$ cat src/rtl/range_burst_sequencer.sv
// Burst-buffering feeder for the range finder.
// Buffers whole bursts, then replays each one gap-free, one sample per clock.
module range_burst_sequencer #(
   parameter int DEPTH = 16,
   parameter int GAP   = 2
) (
   input  logic       clk,
   input  logic       rst_n,
   input  logic [7:0] s_data,
   input  logic       s_valid,
   input  logic       s_last,
   output logic       s_ready,
   output logic [7:0] rf_data,
   output logic       rf_go,
   output logic       rf_finish,
   output logic       busy,
   output logic       ovf_err,
   output logic [7:0] burst_cnt
);

   localparam int AW = $clog2(DEPTH);
   localparam int GW = $clog2(GAP + 1) + 1;
   localparam logic [GW-1:0] GLAST = GW'(GAP - 1);
   localparam logic [AW:0]   P_ONE = {{AW{1'b0}}, 1'b1};
   localparam logic [GW-1:0] G_ONE = {{(GW-1){1'b0}}, 1'b1};

   typedef enum logic [2:0] {
      S_IDLE, S_START, S_STREAM, S_FIN1, S_GAP
   } st_t;

   typedef enum logic {
      I_ACCEPT, I_DROP
   } in_t;

   logic [8:0]    r_mem [DEPTH];
   logic [AW:0]   r_wp;
   logic [AW:0]   r_rp;
   logic [AW:0]   r_lcnt;
   logic          r_en;
   in_t           r_in;
   st_t           r_st;
   logic [GW-1:0] r_gcnt;
   logic [7:0]    r_data;
   logic          r_go;
   logic          r_fin;
   logic          r_ovf;
   logic [7:0]    r_bcnt;

   logic       w_full;
   logic [8:0] w_head;
   logic       w_rd;
   logic       w_wr;
   logic       w_flush;
   logic       w_inc;
   logic       w_dec;

   assign w_full  = (r_wp[AW] != r_rp[AW]) &&
                    (r_wp[AW-1:0] == r_rp[AW-1:0]);
   assign w_head  = r_mem[r_rp[AW-1:0]];
   assign w_rd    = (r_st == S_START) || (r_st == S_STREAM);
   assign s_ready = r_en & ((r_in == I_DROP) | ~w_full);
   assign w_wr    = s_valid & s_ready & (r_in == I_ACCEPT);
   // Only a burst with no complete predecessor queued can be flushed.
   assign w_flush = r_en & (r_in == I_ACCEPT) & w_full &
                    (r_lcnt == '0) & s_valid;
   assign w_inc   = w_wr & s_last;
   assign w_dec   = w_rd & w_head[8];

   assign rf_data   = r_data;
   assign rf_go     = r_go;
   assign rf_finish = r_fin;
   assign busy      = (r_st != S_IDLE);
   assign ovf_err   = r_ovf;
   assign burst_cnt = r_bcnt;

   always_ff @(posedge clk) begin
      if (w_wr) r_mem[r_wp[AW-1:0]] <= {s_last, s_data};
   end

   always_ff @(posedge clk or negedge rst_n) begin
      if (!rst_n) begin
         r_wp   <= '0;
         r_rp   <= '0;
         r_lcnt <= '0;
         r_en   <= 1'b0;
         r_in   <= I_ACCEPT;
         r_ovf  <= 1'b0;
      end else begin
         r_en  <= 1'b1;
         r_ovf <= w_flush;
         if (w_flush) begin
            r_wp <= '0;
            r_rp <= '0;
         end else begin
            if (w_wr) r_wp <= r_wp + P_ONE;
            if (w_rd) r_rp <= r_rp + P_ONE;
         end
         case ({w_inc, w_dec})
            2'b10:   r_lcnt <= r_lcnt + P_ONE;
            2'b01:   r_lcnt <= r_lcnt - P_ONE;
            default: r_lcnt <= r_lcnt;
         endcase
         case (r_in)
            I_ACCEPT: if (w_flush) r_in <= I_DROP;
            I_DROP:   if (s_valid && s_last) r_in <= I_ACCEPT;
            default:  r_in <= I_ACCEPT;
         endcase
      end
   end

   always_ff @(posedge clk or negedge rst_n) begin
      if (!rst_n) begin
         r_st   <= S_IDLE;
         r_gcnt <= '0;
         r_data <= 8'h00;
         r_go   <= 1'b0;
         r_fin  <= 1'b0;
         r_bcnt <= 8'h00;
      end else begin
         r_go  <= 1'b0;
         r_fin <= 1'b0;
         case (r_st)
            S_IDLE: if (r_lcnt != '0) r_st <= S_START;
            S_START: begin
               r_data <= w_head[7:0];
               r_go   <= 1'b1;
               r_st   <= w_head[8] ? S_FIN1 : S_STREAM;
            end
            S_STREAM: begin
               r_data <= w_head[7:0];
               if (w_head[8]) begin
                  r_fin  <= 1'b1;
                  r_bcnt <= r_bcnt + 8'd1;
                  r_gcnt <= '0;
                  r_st   <= S_GAP;
               end
            end
            S_FIN1: begin
               r_fin  <= 1'b1;
               r_bcnt <= r_bcnt + 8'd1;
               r_gcnt <= '0;
               r_st   <= S_GAP;
            end
            S_GAP: begin
               if (r_gcnt == GLAST) r_st <= S_IDLE;
               else r_gcnt <= r_gcnt + G_ONE;
            end
            default: r_st <= S_IDLE;
         endcase
      end
   end

endmodule

$ cat config.mk
export PLATFORM = sky130hd
export DESIGN_NAME = range_burst_sequencer
export DESIGN_NICKNAME = d
export VERILOG_FILES = /design/src/rtl/range_burst_sequencer.sv
export SDC_FILE = /design/constraint.sdc
export NUM_CORES = 1
export LEC_CHECK = 0
export ABC_AREA = 1
export ABC_CLOCK_PERIOD_IN_PS = 2800
export BUFFER_PORTS_ARGS = -buffer_cell sky130_fd_sc_hd__buf_2
export CORE_ASPECT_RATIO = 1.2
export CORE_MARGIN = 1.5
export CORE_UTILIZATION = 36
export CTS_CLUSTER_DIAMETER = 30
export DETAILED_ROUTE_END_ITERATION = 6
export PLACE_DENSITY = 0.57
export SYNTH_ARGS = -nofsm -noshare
export SYNTH_HDL_FRONTEND = slang
export SYNTH_SLANG_ARGS = --single-unit
$ cat constraint.sdc
create_clock -name clk -period 2.8 [get_ports clk]
set_clock_uncertainty 0.15 [all_clocks]
set_input_delay 0.56 -clock clk [delete_from_list [all_inputs] [get_ports clk]]
set_output_delay 0.56 -clock clk [all_outputs]
set_load 0.1 [all_outputs]
==> results.md, run 1 <==
- Failing checks: DRC, hold timing
- Num CTS Buffers: 17
- PortBufs: 32
- Register area share after synthesis: 66.45%
- Post-synthesis sequential element count: 186
- Max Cap Violations: 0
- Placed Cells: 1061
- Avg Cell Area, Syn: about 11 um2
- WHS: -0.0008191 ns
- EDFF count, synth: 144
- Avg Vias per Cell: 4.972
- Crit share post-route: between 90% and 100%
- Nets: 833
- First-pass GRT wire length: about 29000 um
- N_diodes: 0
- Synth Cell Area: 8089 um2
- Cts hold-fix bufs: 0
- Top Ports: 33
- Clock slew at reported path FFs: 0.07 ns
- WS Path Type: reg2reg
- Final ANT Viol Nets: 0
- Outcome: finished, violations left
- Vias: 5449
- Top FF cell, synth: edfxtp_1
- Initial Utilization: 37.02%
- # setup viols final: 0
- R2r worst-path depth: 9
- Post-DP HPWL: 12190 um
- Congestion Overflow GR: 0
- Async S/R FF share, synth: 22.58%
- Root Driver: clkbuf_16
- Post-synth net total: 765
- H-tree levels: 4
- R2R setup slack: 0.15 ns
- CP startpoint: r_rp[1]$_DFFE_PN0P_
- Layout cell share with drive strength beyond 1: between 15 and 20%
- CP Data Required Time: 2.70 ns
- Slew Limit Fails: 0
- DR DRC count: 6
- Yosys top cell area share: 53.46%
- Total Routing Usage GR: 16.44%
- Drt initial violations: roughly 470
- R2R Path Start: r_rp[1]$_DFFE_PN0P_
- Slew Limit Headroom: 33.63%
- Hold Path Class: in2async
- Core area: roughly 22000 um2
- Overall die area: about 23000 um2
- Max Root-Sink Buffers: 2
- R2R Path End: r_mem[12][8]$_DFFE_PP_
- Post-Layout Cell Count: 1096
- Fmax: between 300 and 400 MHz
- Worst slew pin tran: 0.9919 ns
- First drt pass iteration count: 7
- Largest net degree at the start of global routing: 43
- Vias in the first global route: 5194
- Fillers: 2078
- Final Hold Fails: 4
- VDD IR max: 0.3725 mV
- Routability Congestion: 0.8437
- Final Util: a little over two fifths
- Setup_tns: 0 ns
- Leak: between 0.003 and 0.004 uW
- Critical Path AT: 2.55 ns
- CP startpoint kind: flop
- Power density over cell area: 1105 nW/um2
- Netlist cell types: 34
- Area growth from synthesis to layout: 16.19%
- Worst skew pair latency: 0.43 ns
- Crit Path Max Fanout: 9
- Drt total wl: 18410 um
- Num rows: 59
- CP endpoint kind: flop
- CTS tree: yes
- Top post-synthesis cells by area: edfxtp_1, dfrtp_1, nor2_1, o21ai_0, nand2_1
- Die width: 139.8 um
- Initial antenna violation count: 0
- Largest area contributor in the netlist: edfxtp_1
- Mean routed wirelength per cell: between 15 and 20 um
- Clock period minus worst slack: 2.649 ns
- Gate count of the mapped netlist: 742
- Worst Setup EP: r_mem[12][8]$_DFFE_PP_
- Die H: 167.2 um
- Clk sinks: around 190
- YS warnings: 0
## cells in the mapped netlist, drive strengths merged, types with 7 or more instances
| cell | instances |
|---|---|
| a21oi | 7 |
| buf | 22 |
| clkbuf | 7 |
| dfrtp | 42 |
| edfxtp | 144 |
| ha | 11 |
| inv | 54 |
| nand2 | 102 |
| nand3 | 53 |
| nand4 | 7 |
| nor2 | 150 |
| o21ai | 91 |
| o22ai | 24 |
| xnor2 | 7 |
| xor2 | 9 |
## how the worst min path moves through the flow
| stage | startpoint | to | slack (ns) | depth (start not counted) |
|---|---|---|---|---|
| detailed placement | rf_data[2]$_DFFE_PN0P_ | rf_data[2]$_DFFE_PN0P_ | 0.35 | 2 |
| finish | rst_n | rf_data[4]$_DFFE_PN0P_ | -0.0008 | 1 |
| global placement | rf_data[2]$_DFFE_PN0P_ | rf_data[2]$_DFFE_PN0P_ | 0.34 | 2 |
| CTS | rst_n | burst_cnt[0]$_DFFE_PN0P_ | 0.01 | 1 |
| floorplan | rst_n | burst_cnt[0]$_DFFE_PN0P_ | 0.11 | 0 |
| global route | rst_n | burst_cnt[0]$_DFFE_PN0P_ | 0.05 | 1 |
## cells in the final DEF, fill, tap and decap left out, drive strengths merged, types with 2 or more instances in the layout
master    synthesis  final
nor2            150    150
edfxtp          144    144
nand2           102    102
o21ai            91     91
buf              22     78
inv              54     60
nand3            53     53
dfrtp            42     42
o22ai            24     24
clkbuf            7     17
ha               11     11
xor2              9      9
nand4             7      7
xnor2             7      7
a21oi             7      7
nor3              6      6
clkinv            1      6
clkinvlp          0      2
## through the flow
step	setup slack, ns	cell area, um2	hold WS, ns	power (uW)
3_5_place_dp	-0.05097	8740	0.3465	7947
6_report	0.1510	9399	-0.0008191	10390
3_3_place_gp	0.007746	8740	0.3381	7915
5_1_grt	-0.03761	9399	0.05149	11070
4_1_cts	0.0004081	9338	0.01078	10360
2_1_floorplan	0.007998	8092	0.1144	6759
## sequential cells by signal, summed over array words and instances, names as in the netlist
register	flops
r_en	1
r_in	1
r_lcnt	5
rf_data	8
r_wp	5
r_mem	144
r_st	3
ovf_err	1
rf_go	1
r_gcnt	3
burst_cnt	8
rf_finish	1
r_rp	5
## worst max-delay path, stage by stage (launching register included)
cell and delay, ns:
dfrtp_2 0.46, buf_4 0.17, o21ai_1 0.15, nor2_2 0.06
nand3_2 0.08, nand2_2 0.06, inv_2 0.07, buf_4 0.13
nand2_1 0.16, nor2_1 0.77
## timing repair
| item | in CTS | in global routing |
|---|---|---|
| pin swaps | 0 | 5 |
| gates resized for setup | 1 | 11 |
| buffers inserted | 1 | 3 |
| endpoints found under the setup margin | 1 | 1 |
## power by group
part	switching [uW]	leakage, uW	internal, uW	total (uW)
logic	3060	0.00162	1360	4420
clock network	1120	0.000284	1270	2390
registers	270	0.00181	3320	3590
total	4450	0.00371	5940	10400
## final cells by class
cell class | instances | area [um2] | area share [%]
Sequential cell | 186 | 5378 | 57.22
Multi-Input combinational cell | 472 | 2359 | 25.09
Timing Repair Buffer | 78 | 524.3 | 5.578
Clock buffer | 17 | 425.4 | 4.526
Tap cell | 274 | 342.8 | 3.648
Inverter | 55 | 209.0 | 2.223
Clock inverter | 14 | 161.4 | 1.717
## logic make-up after synthesis
family	after synthesis	share of synthesized area [%]
xor gates and xnor gates	16	1.732
AOI/OAI and AO/OA	123	8.012
DFF	186	66.45
and+or+nand+nor	321	17.17
other	1	0.04636
adders and majority gates	11	1.701
buffers and inverters	84	4.888
## routing by layer
layer	vias up	GRT usage [%]	part of all wire, %
met1	2637	21.91	45
li1	2680	-	-
met4	0	5.812	1.7
met2	110	27.21	50
met5	-	0	0
met3	22	2.745	3.2
No activity file was read; power rests on OpenSTA's default activity.
==> inputs of run 2 (changes only) <==
==> constraint.sdc (replaced) <==
create_clock -name clk -period 2.8 [get_ports clk]
set_clock_uncertainty 0.15 [all_clocks]
set_input_delay 0.56 -clock clk [delete_from_list [all_inputs] [get_ports clk]]
set_output_delay 0.56 -clock clk [all_outputs]
set_load 0.01 [all_outputs]
==> run 2 against run 1 <==
Register-to-register slack hardly changed. Fmax is 0.20% lower. Non-clock buffer count is 3 lower. Via count is 0.90% lower. Global-route usage is 0.18 points lower. The flow finishes with violations (DRC). Critical path depth is 7 higher. Combinational power is 18% lower. Utilization is 0.27 points lower. Final cell count is 0.18% lower. Worst hold slack better by 0.038 ns. Design area is 0.63% lower. Count of clock-buffer cells in the layout is 3 higher. Critical path type unchanged.
==> results.md, run 2 (same netlist as run 1, synthesis figures left out) <==
- Outcome: finished, violations left
- Failing checks: DRC
- Leading cell type in the layout, fill and taps excluded: nor2_1
- Routability Congestion: 0.8352 (-1.0%)
- Critical Path Max Stage Delay: 0.43 ns (-0.34 ns)
- Hold Path Class: in2async
- Total Routing Usage GR: 16.26% (-0.18 points)
- Initial antenna violation count: 0 (unchanged)
- Clock period minus worst slack: 2.654 ns (+0.005430 ns)
- Most frequent cells in the layout: nor2_1, edfxtp_1, nand2_1
- CP endpoint kind: flop
- Post-Layout Cell Count: 1094 (-0.18%)
- Max Cap Violations: 0 (unchanged)
- Avg Vias per Cell: 4.936 (-0.72%)
- Slew Limit Headroom: 34.05% (+0.42 points)
- Dpl ws: -0.03189 ns (+0.01909 ns)
- N_diodes: 0 (unchanged)
- Mean routed wirelength per cell: 16.80 um (about the same)
- Vias: 5400 (-0.90%)
- Crit path max-delay cell type: dfrtp_2
- Clock slew at reported path FFs: 0.07 ns (about the same)
- CP Cell Sequence: buf_12 > inv_4 > nand2_1 > nand2_1 > nand2_1 > nand3_2 > nand3_4 > a21boi_2 > ha_2 > xor2_2 > ha_1 > a21oi_1 > or2_4 > o21ai_2 > nand3_1 > xor2_1
- Drt total wl: 18380 um (-0.18%)
- Final ANT Viol Nets: 0 (unchanged)
- Die width: 139.8 um (unchanged)
- Clk sinks: 186 (unchanged)
- Drt initial violations: 345 (-26%)
- Congestion Overflow GR: 0 (unchanged)
- Initial Utilization: 37.02% (unchanged)
- Leak: 0.003682 uW (-0.68%)
- First drt pass iteration count: 7 (unchanged)
- Top cell by count, worst path: nand2_1
- First-pass GRT wire length: 28840 um (-1.1%)
- Placed Cells: 1056 (-0.47%)
- Nets: 830 (-0.36%)
- CTS tree: yes
- Global routing usage on met1: 21.04% (-0.87 points)
- VDD IR max: 0.4089 mV (+9.8%)
- Area growth from synthesis to layout: 15.47%
- Crit share post-route: 94.80% (+0.19 points)
- Met3 usage: 3.088% (+0.34 points)
- WS Path Type: reg2reg
- Cts hold-fix bufs: 0 (unchanged)
- Worst slew pin tran: 0.9857 ns (-0.006210 ns)
- Num CTS Buffers: 17 (unchanged)
- WHS: 0.03724 ns (+0.03806 ns)
- Root Driver: clkbuf_16
- Top Ports: 33 (unchanged)
- # setup viols final: 0 (unchanged)
- CP Data Required Time: 2.97 ns (+0.27 ns)
- PortBufs: 32 (unchanged)
- Slew Limit Fails: 0 (unchanged)
- CP bufs+invs: 2 (-1)
- Vias in the first global route: 5200 (+0.12%)
- CP top delay family: simple AND/OR/NAND/NOR gates
- Worst skew pair latency: 0.44 ns (about the same)
- Final Hold Fails: 0 (-4)
- Max Root-Sink Buffers: 2 (unchanged)
- Largest register FFs: 144 (unchanged)
- Final WS setup: 0.1456 ns (-0.005430 ns)
- CP startpoint kind: flop
- GR Util met2: 26.54% (-0.67 points)
- Overall die area: 23380 um2 (unchanged)
- Crit Path Max Fanout: 12 (+3)
- Fmax: 376.7 MHz (-0.20%)
- Post-DP HPWL: 12150 um (-0.36%)
- Layout cell share with drive strength beyond 1: 16.46% (-0.57 points)
- Critical Path AT: 2.83 ns (+0.28 ns)
- Busiest grt layer: met2
- DR DRC count: 6 (unchanged)
- Num rows: 59 (unchanged)
- H-tree levels: 4 (unchanged)
- Die H: 167.2 um (unchanged)
- Core area: 21850 um2 (unchanged)
- Power density over cell area: 1025 nW/um2 (-7.3%)
- Largest net degree at the start of global routing: 43 (unchanged)
-- run 2: changes by cell type in the layout (fill, tap and decap cells not counted), moves of 3 or more --
cell / previous run / this run
clkbuf_1: 0 / 3
inv_6: 1 / 5
inv_8: 5 / 2
buf_4: 45 / 41
-- run 2: worst paths after layout --
| check | from | endpoint | slack [ns] | cells after the start |
|---|---|---|---|---|
| worst min-delay path | rst_n | burst_cnt[0]$_DFFE_PN0P_ | 0.04 | 1 |
| worst min register to register | rf_data[2]$_DFFE_PN0P_ | rf_data[2]$_DFFE_PN0P_ | 0.36 | 2 |
| max in group asynchronous | rst_n | rf_go$_DFF_PN0_ | 1.80 | 2 |
| min in group clk | s_valid | r_in$_DFF_PN0_ | 0.28 | 4 |
| worst max-delay path | r_rp[0]$_DFFE_PN0P_ | r_lcnt[4]$_DFFE_PN0P_ | 0.15 | 16 |
| worst max register to register | r_rp[0]$_DFFE_PN0P_ | r_lcnt[4]$_DFFE_PN0P_ | 0.15 | 16 |
-- run 2: where the power goes --
part	switching, uW	internal (uW)
clock	1100	1260
sequential	260	3320
combinational	2320	1320
-- run 2: layer usage --
metal	share of wire (%)	up-vias
met2	48	113
met5	0	-
met1	45	2589
met4	2.9	0
li1	-	2670
met3	3.9	28
-- run 2: worst register-to-register path, delay by kind of cell, from the launching register on --
family,cells,cell delay (ns)
AO/OA/AOI/OAI,3,0.33
XOR/XNOR,2,0.29
adder cells (fa/ha/maj),2,0.39
buffers and inverters,2,0.25
flip-flops,1,0.43
AND/OR/NAND/NOR,7,0.71
-- run 2: cell type report --
cell class,instances,area [um2]
fill,2065,12510
sequential,186,5379
multi-input combinational,472,2350
timing repair buffer,75,493.0
clock buffer,20,436.7
tap,274,342.8
inverter,55,209.0
clock inverter,12,130.1
-- run 2: timing repair --
action	CTS	global route
gates resized for setup	2	9
setup buffers	1	5
pin swaps	0	2
setup endpoints to repair	1	1
-- run 2: metrics by stage --
step	utilization [%]	setup TNS, ns	instance area, um2	power [uW]
floorplan	-	0	8092	6045
global placement	39.76	-0.005352	8687	7148
detailed placement	39.76	-0.03189	8687	7156
CTS	42.41	0	9266	9527
global route	42.75	-0.02413	9340	10230
finish	42.75	0	9340	9574
==> inputs of run 3 (changes only) <==
--- a/config.mk
+++ b/config.mk
@@ -5,7 +5,7 @@
 export SDC_FILE = /design/constraint.sdc
 export NUM_CORES = 1
 export LEC_CHECK = 0
-export ABC_AREA = 1
+export ABC_AREA = 0
 export ABC_CLOCK_PERIOD_IN_PS = 2800
 export BUFFER_PORTS_ARGS = -buffer_cell sky130_fd_sc_hd__buf_2
 export CORE_ASPECT_RATIO = 1.2
==> run 3 against run 2 <==
The run ends with setup timing left. Via count is 27% lower. Critical endpoint unchanged. Fmax shrank 15%. Sequential power increased by 1%. Non-clock buffer count rose by 2. Wire length down 18%. Sequential share of layout area rose by 1.7 points. Largest power group is now registers. Utilization increased by 0.48 points. Synthesized cell count down 42%. Die area shrank 4.5%. Highest routed layer unchanged.
==> results.md, run 3 <==
- Outcome: finished, violations left
- Failing checks: setup timing
- Overall die area: 22330 um2 (-4.5%)
- Critical Path Max Stage Delay: 0.47 ns (+0.04 ns)
- Count leader, synth: edfxtp_1
- Worst slew pin tran: 0.8785 ns (-0.1071 ns)
- Cts hold-fix bufs: 0 (unchanged)
- Final Hold Fails: 0 (unchanged)
- CP bufs+invs: 0 (-2)
- Gate count of the mapped netlist: 431 (-42%)
- Adder-Cell Fraction of Synth Area: 1.783% (+0.082 points)
- Congestion Overflow GR: 0 (unchanged)
- Num rows: 58 (-1.7%)
- Clk sinks: 186 (unchanged)
- Top FF cell, synth: edfxtp_1
- Post-DP HPWL: 9734 um (-20%)
- Post-synthesis sequential element count: 186 (unchanged)
- Largest area contributor in the netlist: edfxtp_1
- Leak: 0.003337 uW (-9.4%)
- Async S/R FF share, synth: 22.58% (unchanged)
- Drt initial violations: 211 (-39%)
- Worst skew pair latency: 0.43 ns (about the same)
- Layout cell share with drive strength beyond 1: 33.40% (+17 points)
- Vias in the first global route: 4081 (-22%)
- Final WS setup: -0.3046 ns (-0.4502 ns)
- Top post-synthesis cells by area: edfxtp_1, dfrtp_1, mux4_2, xor2_1, ha_1
- Area growth from synthesis to layout: 17.44%
- Vias: 3954 (-27%)
- Mean routed wirelength per cell: 19.21 um (+14%)
- Die width: 136.7 um (-2.3%)
- Core area: 20970 um2 (-4.0%)
- Post-synth net total: 454 (-41%)
- Fmax: 322.1 MHz (-15%)
- Synth Area in XOR/XNOR: 3.064% (+1.3 points)
- Synth Cell Area: 7719 um2 (-4.6%)
- CP startpoint kind: flop
- Crit share post-route: 110.9% (+16 points)
- Nets: 528 (-36%)
- Slew Limit Headroom: 41.43% (+7.4 points)
- Post-synthesis mux area share: 14.72% (+15 points)
- Yosys top cell area share: 56.02% (+2.6 points)
- Max Root-Sink Buffers: 2 (unchanged)
- R2R Path End: r_lcnt[4]$_DFFE_PN0P_
- CP Data Required Time: 3.01 ns (+0.04 ns)
- Largest register FFs: 144 (unchanged)
- Top Ports: 33 (unchanged)
- Clock slew at reported path FFs: 0.07 ns (about the same)
- VDD IR max: 0.5381 mV (+32%)
- Power density over cell area: 1030 nW/um2 (+0.50%)
- Netlist cell types: 47 (+38%)
- Crit path max-delay cell type: dfrtp_2
- Initial Utilization: 36.80% (-0.22 points)
- Die H: 163.4 um (-2.3%)
- DP Area: 8408 um2 (-3.2%)
- CP Cell Sequence: mux2i_1 > mux4_2 > or2_1 > o21a_1 > nor3_2 > ha_2 > xor2_1 > ha_2 > or3b_1 > a21oi_1 > o21bai_1 > a21oi_2 > xor2_1
- Avg Vias per Cell: 5.018 (+1.7%)
- H-tree levels: 4 (unchanged)
- Most frequent cells in the layout: edfxtp_1, buf_4, mux4_2
- Commonest cells post-synth: edfxtp_1, dfrtp_1, mux4_2
- Largest family of logic cells by synthesized area: multiplexers
- Clock period minus worst slack: 3.105 ns (+0.4502 ns)
- Initial antenna violation count: 0 (unchanged)
- Crit Path Max Fanout: 7 (-5)
- DR DRC count: 0 (-6)
- Hold Path Class: in2async
- # setup viols final: 3 (+3)
- Num CTS Buffers: 17 (unchanged)
- Compound-Gate Fraction of Synth Area: 2.496% (-5.5 points)
- Setup_tns: -0.6292 ns (-0.6292 ns)
- Overall Power: 9338 uW (-2.5%)
- Avg Cell Area, Syn: 17.91 um2 (+64%)
- Routability Congestion: 0.7483 (-10%)
- First-pass GRT wire length: 23250 um (-19%)
- CP top delay family: simple AND/OR/NAND/NOR gates
- Register area share after synthesis: 69.64% (+3.2 points)
- Synth Area in Simple Gates: 6.144% (-11 points)
- First drt pass iteration count: 4 (-3)
- Largest net degree at the start of global routing: 36 (-16%)
- EDFF count, synth: 144 (unchanged)
- Leading cell type in the layout, fill and taps excluded: edfxtp_1
- CP endpoint kind: flop
- Critical Path AT: 3.32 ns (+0.49 ns)
- N_diodes: 0 (unchanged)
- WS Path Type: reg2reg
- RSZ-0062 raised after global routing: true
- CTS tree: yes
- R2R setup slack: -0.30 ns (-0.45 ns)
- Drt total wl: 15140 um (-18%)
- Final ANT Viol Nets: 0 (unchanged)
- PortBufs: 32 (unchanged)
- Total Routing Usage GR: 14.49% (-1.8 points)
- Fin area: 9065 um2 (-2.9%)
- Root Driver: clkbuf_16
- Max Cap Violations: 0 (unchanged)
- R2r worst-path depth: 13 (-3)
- YS warnings: 0 (unchanged)
- R2R Path Start: r_rp[1]$_DFFE_PN0P_
- Slew Limit Fails: 0 (unchanged)
## run 3: layout make-up
| class | count | area (um2) |
|---|---|---|
| clock buffers | 18 | 429.2 |
| clock inverters | 14 | 152.6 |
| fillers | 1839 | 11910 |
| inverters | 9 | 33.78 |
| multi-input cells | 214 | 2225 |
| flip-flops and latches | 186 | 5378 |
| well taps | 270 | 337.8 |
| repair buffers | 77 | 509.2 |
## run 3: worst max-delay path by stage
| stage | from | end | cells past startpoint |
|---|---|---|---|
| after global placement | r_rp[1]$_DFFE_PN0P_ | r_lcnt[4]$_DFFE_PN0P_ | 13 |
| final | r_rp[1]$_DFFE_PN0P_ | r_lcnt[4]$_DFFE_PN0P_ | 13 |
| after floorplan | r_rp[1]$_DFFE_PN0P_ | r_lcnt[4]$_DFFE_PN0P_ | 15 |
| after CTS | r_rp[1]$_DFFE_PN0P_ | r_lcnt[4]$_DFFE_PN0P_ | 13 |
| after detailed placement | r_rp[1]$_DFFE_PN0P_ | r_lcnt[4]$_DFFE_PN0P_ | 13 |
| after global routing | r_rp[1]$_DFFE_PN0P_ | r_lcnt[4]$_DFFE_PN0P_ | 13 |
## run 3: routing by layer
metal,share of wire (%),GRT usage (%),up-vias
li1,-,-,1830
met1,43,17.75,2057
met2,53,25.54,60
met3,3.3,3.414,7
met4,0.89,3.820,0
met5,0,0,-
## run 3: kinds of logic after synthesis
group | after synthesis
other | 1
buffers and inverters | 31
DFF | 186
adders and majority gates | 11
muxes | 61
xor gates and xnor gates | 27
and+or+nand+nor | 86
AOI/OAI and AO/OA | 28
## run 3: stage by stage
step | instances | util (%) | hold WS [ns] | setup slack [ns]
2_1_floorplan | 431 | - | 0.1144 | -0.4493
3_3_place_gp | 751 | 40.09 | 0.3100 | -0.3590
3_5_place_dp | 751 | 40.09 | 0.3116 | -0.4002
4_1_cts | 787 | 43.05 | 0.1320 | -0.3707
5_1_grt | 788 | 43.22 | 0.1495 | -0.4748
6_report | 788 | 43.22 | 0.09435 | -0.3046
## run 3: where the power goes
group	internal [uW]	leakage, uW	switching, uW
clock	1270	0.000286	1090
combinational	1750	0.00124	1610
sequential	3360	0.00181	262
total	6380	0.00334	2960
## run 3: repair_timing
| item | 4_1_cts | 5_1_grt |
|---|---|---|
| pin swaps | 5 | 5 |
| setup buffers | 4 | 1 |
| endpoints found under the hold margin | 0 | 0 |
| resized for setup | 2 | 7 |
| endpoints found under the setup margin | 6 | 5 |
